$ cat config.mk
export PLATFORM = sky130hd
export DESIGN_NAME = split_arbiter_flat
export DESIGN_NICKNAME = d
export VERILOG_FILES = /design/src/rtl/split_arbiter_if.sv /design/src/rtl/split_arbiter.sv /design/src/flat_wrapper.sv
export SDC_FILE = /design/constraint.sdc
export NUM_CORES = 1
export LEC_CHECK = 0
export ABC_AREA = 1
export ABC_CLOCK_PERIOD_IN_PS = 4300
export BUFFER_PORTS_ARGS = -buffer_cell sky130_fd_sc_hd__buf_4
export CORE_AREA = 2 2 247 249
export DETAILED_ROUTE_END_ITERATION = 6
export DIE_AREA = 0 0 249 251
export PLACE_DENSITY = 0.63
export SYNTH_ARGS = -nofsm -noshare
export SYNTH_HDL_FRONTEND = slang
export SYNTH_SLANG_ARGS = --single-unit
$ cat constraint.sdc
create_clock -name clk -period 4.3 [get_ports clk]
set_clock_uncertainty 0.05 [all_clocks]
set_input_delay 0.43 -clock clk [delete_from_list [all_inputs] [get_ports clk]]
set_output_delay 0.43 -clock clk [all_outputs]
set_load 0.02 [all_outputs]
$ cat src/rtl/split_arbiter_if.sv
// Request/stream bundle between the conv engine array, the split arbiter and the
// downstream writeback stage.
interface split_arbiter_if #(
  parameter int N_REQ  = 2,
  parameter int WORDS  = 9,
  parameter int WORD_W = 32,
  parameter int CNT_W  = 16
);
  localparam int SRC_W    = (N_REQ > 1) ? $clog2(N_REQ) : 1;
  localparam int BUNDLE_W = WORDS * WORD_W;

  logic [N_REQ-1:0]          req_valid;
  logic [N_REQ*BUNDLE_W-1:0] req_data;
  logic [N_REQ-1:0]          req_ack;
  logic [WORD_W-1:0]         out_data;
  logic                      out_valid;
  logic                      out_ready;
  logic                      out_last;
  logic [SRC_W-1:0]          out_src;
  logic                      busy;
  logic [CNT_W-1:0]          bundle_cnt;

  modport slave (
    input  req_valid, req_data, out_ready,
    output req_ack, out_data, out_valid, out_last, out_src, busy, bundle_cnt
  );

  modport master (
    output req_valid, req_data, out_ready,
    input  req_ack, out_data, out_valid, out_last, out_src, busy, bundle_cnt
  );
endinterface

$ cat src/rtl/split_arbiter.sv
// Round-robin arbiter that captures one multi-word bundle at a time from N_REQ
// engines and streams it out MSB word first over valid/ready.
//
// state  | meaning
// S_IDLE | no bundle held; arbitrate among req_valid each cycle
// S_SEND | shadow bundle streaming; req_valid ignored until the last word
module split_arbiter #(
  parameter int N_REQ  = 2,
  parameter int WORDS  = 9,
  parameter int WORD_W = 32,
  parameter int CNT_W  = 16
) (
  input  logic           clk,
  input  logic           reset,
  split_arbiter_if.slave bus
);
  localparam int BUNDLE_W = WORDS * WORD_W;
  localparam int SRC_W    = (N_REQ > 1) ? $clog2(N_REQ) : 1;
  localparam int IDX_W    = (WORDS > 1) ? $clog2(WORDS) : 1;

  typedef enum logic {S_IDLE, S_SEND} state_t;

  state_t              r_state;
  logic [BUNDLE_W-1:0] r_shadow;
  logic [IDX_W-1:0]    r_idx;
  logic [SRC_W-1:0]    r_rr;
  logic [SRC_W-1:0]    r_src;
  logic [N_REQ-1:0]    r_ack;
  logic [WORD_W-1:0]   r_data;
  logic                r_valid;
  logic                r_last;
  logic                r_busy;
  logic [CNT_W-1:0]    r_cnt;

  logic                w_found;
  logic [SRC_W-1:0]    w_winner;
  logic [SRC_W-1:0]    w_cand;
  logic [BUNDLE_W-1:0] w_win_bundle;
  logic                w_last_word;

  // Scan from farthest to nearest so the candidate right after r_rr wins.
  always_comb begin
    w_found  = 1'b0;
    w_winner = '0;
    w_cand   = '0;
    for (int k = N_REQ; k >= 1; k--) begin
      w_cand = SRC_W'((int'(r_rr) + k) % N_REQ);
      if (bus.req_valid[w_cand]) begin
        w_found  = 1'b1;
        w_winner = w_cand;
      end
    end
  end

  assign w_win_bundle = bus.req_data[int'(w_winner)*BUNDLE_W +: BUNDLE_W];
  assign w_last_word  = (r_idx == IDX_W'(WORDS-1));

  always_ff @(posedge clk or negedge reset) begin
    if (!reset) begin
      r_state  <= S_IDLE;
      r_shadow <= '0;
      r_idx    <= '0;
      r_rr     <= SRC_W'(N_REQ-1);
      r_src    <= '0;
      r_ack    <= '0;
      r_data   <= '0;
      r_valid  <= 1'b0;
      r_last   <= 1'b0;
      r_busy   <= 1'b0;
      r_cnt    <= '0;
    end else begin
      r_ack <= '0;
      case (r_state)
        S_IDLE: begin
          if (w_found) begin
            // Word 0 goes straight out; the shadow keeps the rest left-aligned.
            r_shadow <= w_win_bundle << WORD_W;
            r_data   <= w_win_bundle[BUNDLE_W-1 -: WORD_W];
            r_rr     <= w_winner;
            r_src    <= w_winner;
            r_ack    <= N_REQ'(1) << w_winner;
            r_valid  <= 1'b1;
            r_last   <= (WORDS == 1);
            r_idx    <= '0;
            r_busy   <= 1'b1;
            r_state  <= S_SEND;
          end
        end
        S_SEND: begin
          if (bus.out_ready) begin
            if (w_last_word) begin
              r_valid <= 1'b0;
              r_last  <= 1'b0;
              r_data  <= '0;
              r_cnt   <= r_cnt + 1'b1;
              r_busy  <= 1'b0;
              r_state <= S_IDLE;
            end else begin
              r_idx    <= r_idx + 1'b1;
              r_data   <= r_shadow[BUNDLE_W-1 -: WORD_W];
              r_shadow <= r_shadow << WORD_W;
              r_last   <= (r_idx == IDX_W'(WORDS-2));
            end
          end
        end
        default: r_state <= S_IDLE;
      endcase
    end
  end

  assign bus.req_ack    = r_ack;
  assign bus.out_data   = r_data;
  assign bus.out_valid  = r_valid;
  assign bus.out_last   = r_last;
  assign bus.out_src    = r_src;
  assign bus.busy       = r_busy;
  assign bus.bundle_cnt = r_cnt;
endmodule

$ cat src/flat_wrapper.sv
// flat-port wrapper written by rule: the top's interface ports become plain ports
module split_arbiter_flat 
#(
  parameter int N_REQ  = 2,
  parameter int WORDS  = 9,
  parameter int WORD_W = 32,
  parameter int CNT_W  = 16
)
  (clk, reset, bus_req_valid, bus_req_data, bus_out_ready, bus_req_ack, bus_out_data, bus_out_valid, bus_out_last, bus_out_src, bus_busy, bus_bundle_cnt);
  split_arbiter_if #(.N_REQ(N_REQ), .WORDS(WORDS), .WORD_W(WORD_W), .CNT_W(CNT_W)) bus_i ();
  input  logic clk;
  input  logic reset;
  input wire logic [$bits(bus_i.req_valid)-1:0] bus_req_valid;
  input wire logic [$bits(bus_i.req_data)-1:0] bus_req_data;
  input wire logic [$bits(bus_i.out_ready)-1:0] bus_out_ready;
  output wire logic [$bits(bus_i.req_ack)-1:0] bus_req_ack;
  output wire logic [$bits(bus_i.out_data)-1:0] bus_out_data;
  output wire logic [$bits(bus_i.out_valid)-1:0] bus_out_valid;
  output wire logic [$bits(bus_i.out_last)-1:0] bus_out_last;
  output wire logic [$bits(bus_i.out_src)-1:0] bus_out_src;
  output wire logic [$bits(bus_i.busy)-1:0] bus_busy;
  output wire logic [$bits(bus_i.bundle_cnt)-1:0] bus_bundle_cnt;
  assign bus_i.req_valid = bus_req_valid;
  assign bus_i.req_data = bus_req_data;
  assign bus_i.out_ready = bus_out_ready;
  assign bus_req_ack = bus_i.req_ack;
  assign bus_out_data = bus_i.out_data;
  assign bus_out_valid = bus_i.out_valid;
  assign bus_out_last = bus_i.out_last;
  assign bus_out_src = bus_i.out_src;
  assign bus_busy = bus_i.busy;
  assign bus_bundle_cnt = bus_i.bundle_cnt;
  split_arbiter #(.N_REQ(N_REQ), .WORDS(WORDS), .WORD_W(WORD_W), .CNT_W(CNT_W)) u_core (.clk(clk), .reset(reset), .bus(bus_i));
endmodule
==> results.py, run 1 <==
metrics = {
    "power": {
        "clkPwrFrac_pct": 26.7,
        "leakagePower_nw": 12.5,
        "p_seq_share_pct": 35.0,
        "switching_share_pct": 38.2,
        "power.switching_mw": 4.90,
        "p_int_mw": 7.93,
        "power_density_mw_per_mm2": 528,
        "irDropWorstVdd_mv": 0.254,
        "finalPower_mw": 12.8,
        "share_comb_of_total_power_pct": 38.3,
    },
    "placed_design": {
        "place.gp.congestion": 0.859,
        "place_inst": 3810,
        "portBuffers": 634,
        "place_hpwl_um": 49300,
    },
    "flow_run": {
        "cap_violations": 0,
    },
    "clock_network": {
        "cts.sinks": 315,
        "postCtsSetupBuffers": 0,
        "clk_pin_slew_worst_paths_ps": 60,
        "clkLatencyLatePin_ps": 550,
        "cts_resized": 0,
        "htree_levels": 2,
        "cts-root-buf": "clkbuf_16",
        "cts_made_buffers": 38,
        "cts_tree": "done",
        "clockBufferDepth": 3,
        "ctsHoldBuffers": 1,
    },
    "routing": {
        "routedWlPerCell_um": 17.3,
        "final_antenna_net_count": 0,
        "drt_first_pass_iters": 5,
        "viasPerCell": 4.71,
        "routed_wirelength_um": 67200,
        "drc": 0,
        "vias": 18300,
        "drtIter0Drc": 1310,
    },
    "global_route": {
        "overflow": 0,
        "grt_max_degree": 182,
        "antenna_found_initial": 1,
        "grt_pass1_vias": 17700,
        "grt_pass1_wl_um": 102000,
        "track_usage_pct": 21.0,
    },
    "layout": {
        "drive_above_1_share_pct": 24.1,
        "finalNetCount": 3653,
        "fin_util_pct": 40.6,
        "area_growth_pct": 37.9,
        "instances_no_fill": 3881,
    },
    "floorplanning": {
        "core_mm2": 0.0598,
        "start_util_pct": 29.5,
        "ios": 635,
        "rows": 90,
        "design.die.area_mm2": 0.0625,
        "die_h_um": 251,
        "die_w_um": 249,
    },
    "yosys": {
        "ys_seq_area_share_pct": 44.7,
        "synth-seq-cells": 315,
        "syn-cell-area_mm2": 0.0176,
        "synthTopCellsByArea": "dfrtp_1 (45%), nand2_1 (17%), nand3_1 (12%)",
        "yosys_warnings": 0,
        "synth_top_area_share_pct": 44.6,
        "synthCells": 2549,
        "avgSynthCellArea_um2": 6.91,
        "synth_top_family_by_area": "simple AND/OR/NAND/NOR gates",
        "synth_compound_area_share_pct": 11.5,
        "muxShareOfSynthArea_pct": 0,
        "synthAdderAreaFrac_pct": 0.213,
        "syn-num-nets": 3133,
        "synth_cell_type_count": 27,
        "yosys.area_share.xor_xnor_pct": 0.497,
        "synthSimpleGateAreaFrac_pct": 33.1,
        "synth_top_area_cell": "dfrtp_1",
    },
    "timing": {
        "setup_violations": 0,
        "max_freq_ghz": 0.357,
        "hold_viol_final": 0,
        "period_needed_ps": 2800,
        "tightest_slew_ps": 1130,
        "slew_viol_final": 0,
        "relSlewSlack_pct": 24.4,
        "setup_tns_ps": 0,
        "fin_crit_sh_pct": 65.1,
        "rsz0062_at_grt": "no",
        "hold_ws_ps": 105,
    },
    "worst_setup_path": {
        "endpoint_kind": "flip-flop",
        "path_max_fanout": 90,
        "crit_type": "reg2reg",
        "startpoint_type": "flip-flop",
        "rr_worst_depth": 7,
        "cp.arrival_ps": 3180,
        "required_ps": 4680,
    },
    "hold_path": {
        "min_path_type": "in2reg",
        "min_path_cells": 3,
    },
    "status": {
        "status": "finished clean",
    },
}
[power by group through the flow]
stage	logic [mW]	clock network, mW	registers [mW]
2_1_floorplan	2.88	0	4.63
3_3_place_gp	4.91	0	4.51
3_5_place_dp	4.97	0	4.54
4_1_cts	5.00	3.53	4.49
5_1_grt	5.59	3.64	4.62
6_report	4.91	3.43	4.49
[per-layer routing]
metal	track usage [%]	part of all wire [%]	vias up
met5	0	0	-
met4	5.47	2.3	0
met3	3.18	5.2	80
met2	36.1	49	573
met1	27.5	44	8425
li1	-	-	9188
[worst max-delay path: stages, from the launching register on]
cell and delay [ps]:
dfrtp_4 660, nand2_2 200, o21ai_4 840, buf_12 380, buf_4 240, o21ai_0 90, nor2_1 120, nor2_1 50
[sequential cells by signal (all words and copies together), names as in the netlist]
name,flops
u_core.bus.out_valid,1
u_core.bus.out_last,1
u_core.bus.out_src,1
u_core.bus.bundle_cnt,16
u_core.r_rr,1
u_core.bus.out_data,32
u_core.r_shadow,256
u_core.r_state,1
u_core.r_idx,4
u_core.bus.req_ack,2
[cells by family after synthesis]
| kind of cell | after synthesis |
|---|---|
| XOR/XNOR | 10 |
| flip-flops | 315 |
| buffers and inverters | 432 |
| AO/OA/AOI/OAI | 394 |
| adder cells (fa/ha/maj) | 3 |
| AND/OR/NAND/NOR | 1395 |
[final cells by class]
| type | count | area (µm²) |
|---|---|---|
| Fill cell | 6395 | 35500 |
| Tap cell | 782 | 978 |
| Antenna cell | 1 | 2.50 |
| Multi-Input combinational cell | 1802 | 7990 |
| Timing Repair Buffer | 666 | 5170 |
| Sequential cell | 315 | 7890 |
| Inverter | 246 | 938 |
| Clock buffer | 59 | 1170 |
| Clock inverter | 10 | 156 |
[layout by cell type, fill, tap and decap left out]
master           n
o22ai_1         32
xor2_1           4
nand2_4          1
buf_4          651
nor2_2           3
bufinv_16        4
clkbuf_1         8
ha_1             3
o21ai_1         10
clkbuf_16       39
o21ai_0        315
o21ai_4          1
a21oi_1         34
nand4_1          4
o31ai_1          2
nand3b_1         1
xnor2_1          6
inv_8            2
buf_12          13
dfrtp_4          1
dlygate4sd3_1    1
nand2_2          3
nand3_1        428
buf_8            1
inv_6            1
or2_2           10
dfrtp_1        313
clkinvlp_4       1
diode_2          1
nor3_1           2
clkinv_2         4
inv_1          244
clkbuf_8        12
dfstp_2          1
nor2_1         163
nand2_1        780
[path summary, 6_finish.rpt]
check / startpoint / end / slack [ps]
max: u_core.r_state$_DFF_PN0_ / u_core.r_shadow[257]$_DFFE_PN0P_ / 1500
min: bus_req_data[308] / u_core.r_shadow[52]$_DFFE_PN0P_ / 100
max reg2reg: u_core.r_state$_DFF_PN0_ / u_core.r_shadow[257]$_DFFE_PN0P_ / 1500
min reg2reg: u_core.r_rr$_DFFE_PN1P_ / u_core.r_rr$_DFFE_PN1P_ / 420
max in group asynchronous: reset / u_core.r_state$_DFF_PN0_ / 2700
min in group asynchronous: reset / u_core.r_shadow[146]$_DFFE_PN0P_ / 490
[metrics by stage]
| step | worst slack, ps | area [µm²] |
|---|---|---|
| after global routing | 1260 | 24300 |
| after CTS | 1470 | 24300 |
| after detailed placement | 1480 | 23000 |
| after floorplan | 2710 | 17600 |
| final | 1500 | 24300 |
| after global placement | 1490 | 23000 |
[cell usage after synthesis, drive strengths merged]
cell type and count:
ha 3, a21oi 34, dfstp 1, buf 81, nor3 2, o22ai 32
or2 10, nand3b 1, nand4 4, dfrtp 314, inv 246, o31ai 2
o21ai 326, nor2 166, nand3 428, clkbuf 105, xor2 4, nand2 784
xnor2 6
(Power assumes the default switching activity.)
==> inputs of run 2 (changes only) <==
--- a/config.mk
+++ b/config.mk
@@ -5,13 +5,13 @@
 export SDC_FILE = /design/constraint.sdc
 export NUM_CORES = 1
 export LEC_CHECK = 0
-export ABC_AREA = 1
-export ABC_CLOCK_PERIOD_IN_PS = 4300
+export ABC_AREA = 0
+export ABC_CLOCK_PERIOD_IN_PS = 2500
 export BUFFER_PORTS_ARGS = -buffer_cell sky130_fd_sc_hd__buf_4
 export CORE_AREA = 2 2 247 249
 export DETAILED_ROUTE_END_ITERATION = 6
 export DIE_AREA = 0 0 249 251
-export PLACE_DENSITY = 0.63
+export PLACE_DENSITY = 0.65
 export SYNTH_ARGS = -nofsm -noshare
 export SYNTH_HDL_FRONTEND = slang
 export SYNTH_SLANG_ARGS = --single-unit
==> constraint.sdc (replaced) <==
create_clock -name clk -period 2.5 [get_ports clk]
set_clock_uncertainty 0.05 [all_clocks]
set_input_delay 0.25 -clock clk [delete_from_list [all_inputs] [get_ports clk]]
set_output_delay 0.25 -clock clk [all_outputs]
set_load 0.02 [all_outputs]
==> run 2 against run 1 <==
Compared with the run above:
- fmax up 18%
- synthesized area grew 0.49%
- clock power is 61% higher
- highest routed layer unchanged
==> results.py, run 2 <==
metrics = {
    "status": {
        "status": "finished clean",
    },
    "clock_network": {
        "postCtsSetupBuffers": 0,
        "clockBufferDepth": 3,
        "cts.sinks": 315,
        "cts_tree": "done",
        "clkLatencyLatePin_ps": 540,
        "cts_made_buffers": 38,
        "htree_levels": 2,
        "cts_resized": 0,
        "cts-root-buf": "clkbuf_16",
        "clk_pin_slew_worst_paths_ps": 60,
    },
    "placed_design": {
        "place_hpwl_um": 45500,
        "portBuffers": 634,
        "preCtsSetupSlack_ps": 363,
        "placed_area_mm2": 0.0238,
        "place_inst": 3025,
        "place.gp.congestion": 0.972,
    },
    "yosys": {
        "ys_seq_area_share_pct": 44.5,
        "syn-num-nets": 2229,
        "synthTopCellsByCount": "dfrtp_1 (314), mux2i_1 (288), nand2_1 (263)",
        "synth-seq-cells": 315,
        "yosysMostFrequentCell": "dfrtp_1",
        "async_reset_ff_share_pct": 100,
        "yosys_warnings": 0,
        "synthCells": 1645,
        "syn-cell-area_mm2": 0.0177,
        "avgSynthCellArea_um2": 10.8,
        "synth_top_area_cell": "dfrtp_1",
        "synth_enable_flop_cells": 0,
        "ys.flop_type": "dfrtp_1",
        "synth_cell_type_count": 35,
        "synthTopCellsByArea": "dfrtp_1 (44%), mux2i_1 (16%), mux2_4 (8.5%)",
        "synth_top_area_share_pct": 44.4,
    },
    "timing": {
        "slew_viol_final": 0,
        "period_needed_ps": 2370,
        "relSlewSlack_pct": 52.9,
        "max_freq_ghz": 0.423,
        "hold_viol_final": 0,
        "setup_tns_ps": 0,
        "rsz0062_at_grt": "no",
        "tightest_slew_ps": 707,
        "setup_slack_ps": 135,
        "hold_ws_ps": 61.6,
        "fin_crit_sh_pct": 94.6,
        "setup_violations": 0,
    },
    "worst_setup_path": {
        "cp.arrival_ps": 2720,
        "endpoint_kind": "flip-flop",
        "path_max_fanout": 29,
        "crit_chain": "a21bo_4, buf_12, buf_4, mux2i_1, dlygate4sd3_1, o22ai_1",
        "cpMaxStageDelayCell": "dlygate4sd3_1",
        "required_ps": 2860,
        "startpoint_type": "flip-flop",
        "max_stage_delay_ps": 580,
        "crit_type": "reg2reg",
    },
    "layout": {
        "stdcell_area_mm2": 0.0257,
        "layout.cells.most_common": "buf_4",
        "n_fill_cell": 5626,
        "finalNetCount": 2935,
        "regMostFlops": "u_core.r_shadow",
        "largest_reg_flops": 256,
        "instances_no_fill": 3163,
        "drive_above_1_share_pct": 43.0,
        "final_cell_mix": "buf_4 (708), dfrtp_1 (313), mux2i_1 (288)",
        "area_growth_pct": 45.4,
    },
    "routing": {
        "drc": 0,
        "viasPerCell": 4.69,
        "drtIter0Drc": 702,
        "drt_first_pass_iters": 5,
        "routedWlPerCell_um": 18.4,
        "final_antenna_net_count": 0,
        "routed_wirelength_um": 58200,
        "vias": 14800,
    },
    "power": {
        "irDropWorstVdd_mv": 0.436,
        "power_density_mw_per_mm2": 836,
        "leakagePower_nw": 11.8,
    },
    "global_route": {
        "grt_max_degree": 84,
        "grt_pass1_wl_um": 88000,
        "grt_pass1_vias": 15700,
        "track_usage_pct": 18.0,
        "overflow": 0,
        "antenna_found_initial": 4,
    },
    "flow_run": {
        "cap_violations": 0,
    },
    "floorplanning": {
        "design.die.area_mm2": 0.0625,
        "die_w_um": 249,
        "die_h_um": 251,
        "ios": 635,
        "core_mm2": 0.0598,
        "rows": 90,
        "start_util_pct": 29.6,
    },
    "hold_path": {
        "min_path_type": "in2reg",
    },
}
[run 2: cell types whose count changed after synthesis, sizes merged, moves of 10 or more]
cell	previous run	this run
o21ai	326	226
nand3	428	11
clkbuf	105	50
nand2	784	263
mux2i	0	288
or2	10	0
mux2	0	226
nor2	166	37
inv	246	4
a2bb2oi	0	32
[run 2: report_power, final]
part           switching, mW  total (mW)  internal [mW]  leakage, nW
Sequential              1.35        8.26           6.91         4.25
Clock                   2.18        5.53           3.35        0.614
Combinational           3.87        7.73           3.86         6.95
Total                   7.39        21.5           14.1         11.8
[run 2: cell families (layout without fill, tap and decap cells)]
family	count (synthesis)	count (layout)	share of synthesized area (%)
AO/OA/AOI/OAI	329	329	10.3
XOR/XNOR	17	17	0.841
adder cells (fa/ha/maj)	3	3	0.212
buffers and inverters	136	867	3.89
flip-flops	315	315	44.5
multiplexers	514	514	32.8
other	0	5	0
AND/OR/NAND/NOR	331	331	7.47
[run 2: timing repair]
action                                  4_1_cts  5_1_grt
endpoints found under the hold margin        86        0
hold buffers                                 68        0
endpoints found under the setup margin        0        0
[run 2: per-layer routing]
metal / GRT usage, % / wire [µm] / vias up
met5: 0 / 0 / -
met4: 7.95 / 2520 / 0
met2: 30.4 / 27800 / 514
li1: - / - / 7256
met3: 3.17 / 2990 / 115
met1: 22.7 / 24900 / 6955
[run 2: stage by stage]
step / total power [mW] / utilization, %
4_1_cts: 21.8 / 43.0
3_5_place_dp: 16.0 / 39.8
2_1_floorplan: 12.7 / -
6_report: 21.5 / 43.1
3_3_place_gp: 15.8 / 39.8
5_1_grt: 22.9 / 43.1
[run 2: worst max-delay path: cells and delay by family, from the launching register on]
kind / cells / cell delay, ps
muxes: 1 / 240
DFF: 1 / 550
buffers and inverters: 3 / 1040
AOI/OAI and AO/OA: 2 / 320
[run 2: area by class of cell]
cell class / instances / area, µm² / share of cell area [%]
well taps: 782 / 978 / 3.80
flip-flops and latches: 315 / 7890 / 30.6
repair buffers: 798 / 6430 / 25.0
inverters: 4 / 22.5 / 0.0875
multi-input cells: 1194 / 9170 / 35.6
clock buffers: 54 / 1090 / 4.24
clock inverters: 11 / 156 / 0.607
diodes: 5 / 12.5 / 0.0486
[run 2: worst paths after layout]
kind / start / end / slack, ps / cells after the start
worst min register to register: u_core.bus.bundle_cnt[15]$_DFFE_PN0P_ / u_core.bus.bundle_cnt[15]$_DFFE_PN0P_ / 430 / 1
worst min-delay path: bus_req_data[189] / u_core.r_shadow[221]$_DFFE_PN0P_ / 60 / 4
max in group asynchronous: reset / u_core.r_shadow[218]$_DFFE_PN0P_ / 1240 / 4
min in group asynchronous: reset / u_core.bus.bundle_cnt[6]$_DFFE_PN0P_ / 290 / 2
worst max-delay path: u_core.r_rr$_DFFE_PN1P_ / u_core.r_shadow[35]$_DFFE_PN0P_ / 130 / 6
worst max register to register: u_core.r_rr$_DFFE_PN1P_ / u_core.r_shadow[35]$_DFFE_PN0P_ / 130 / 6
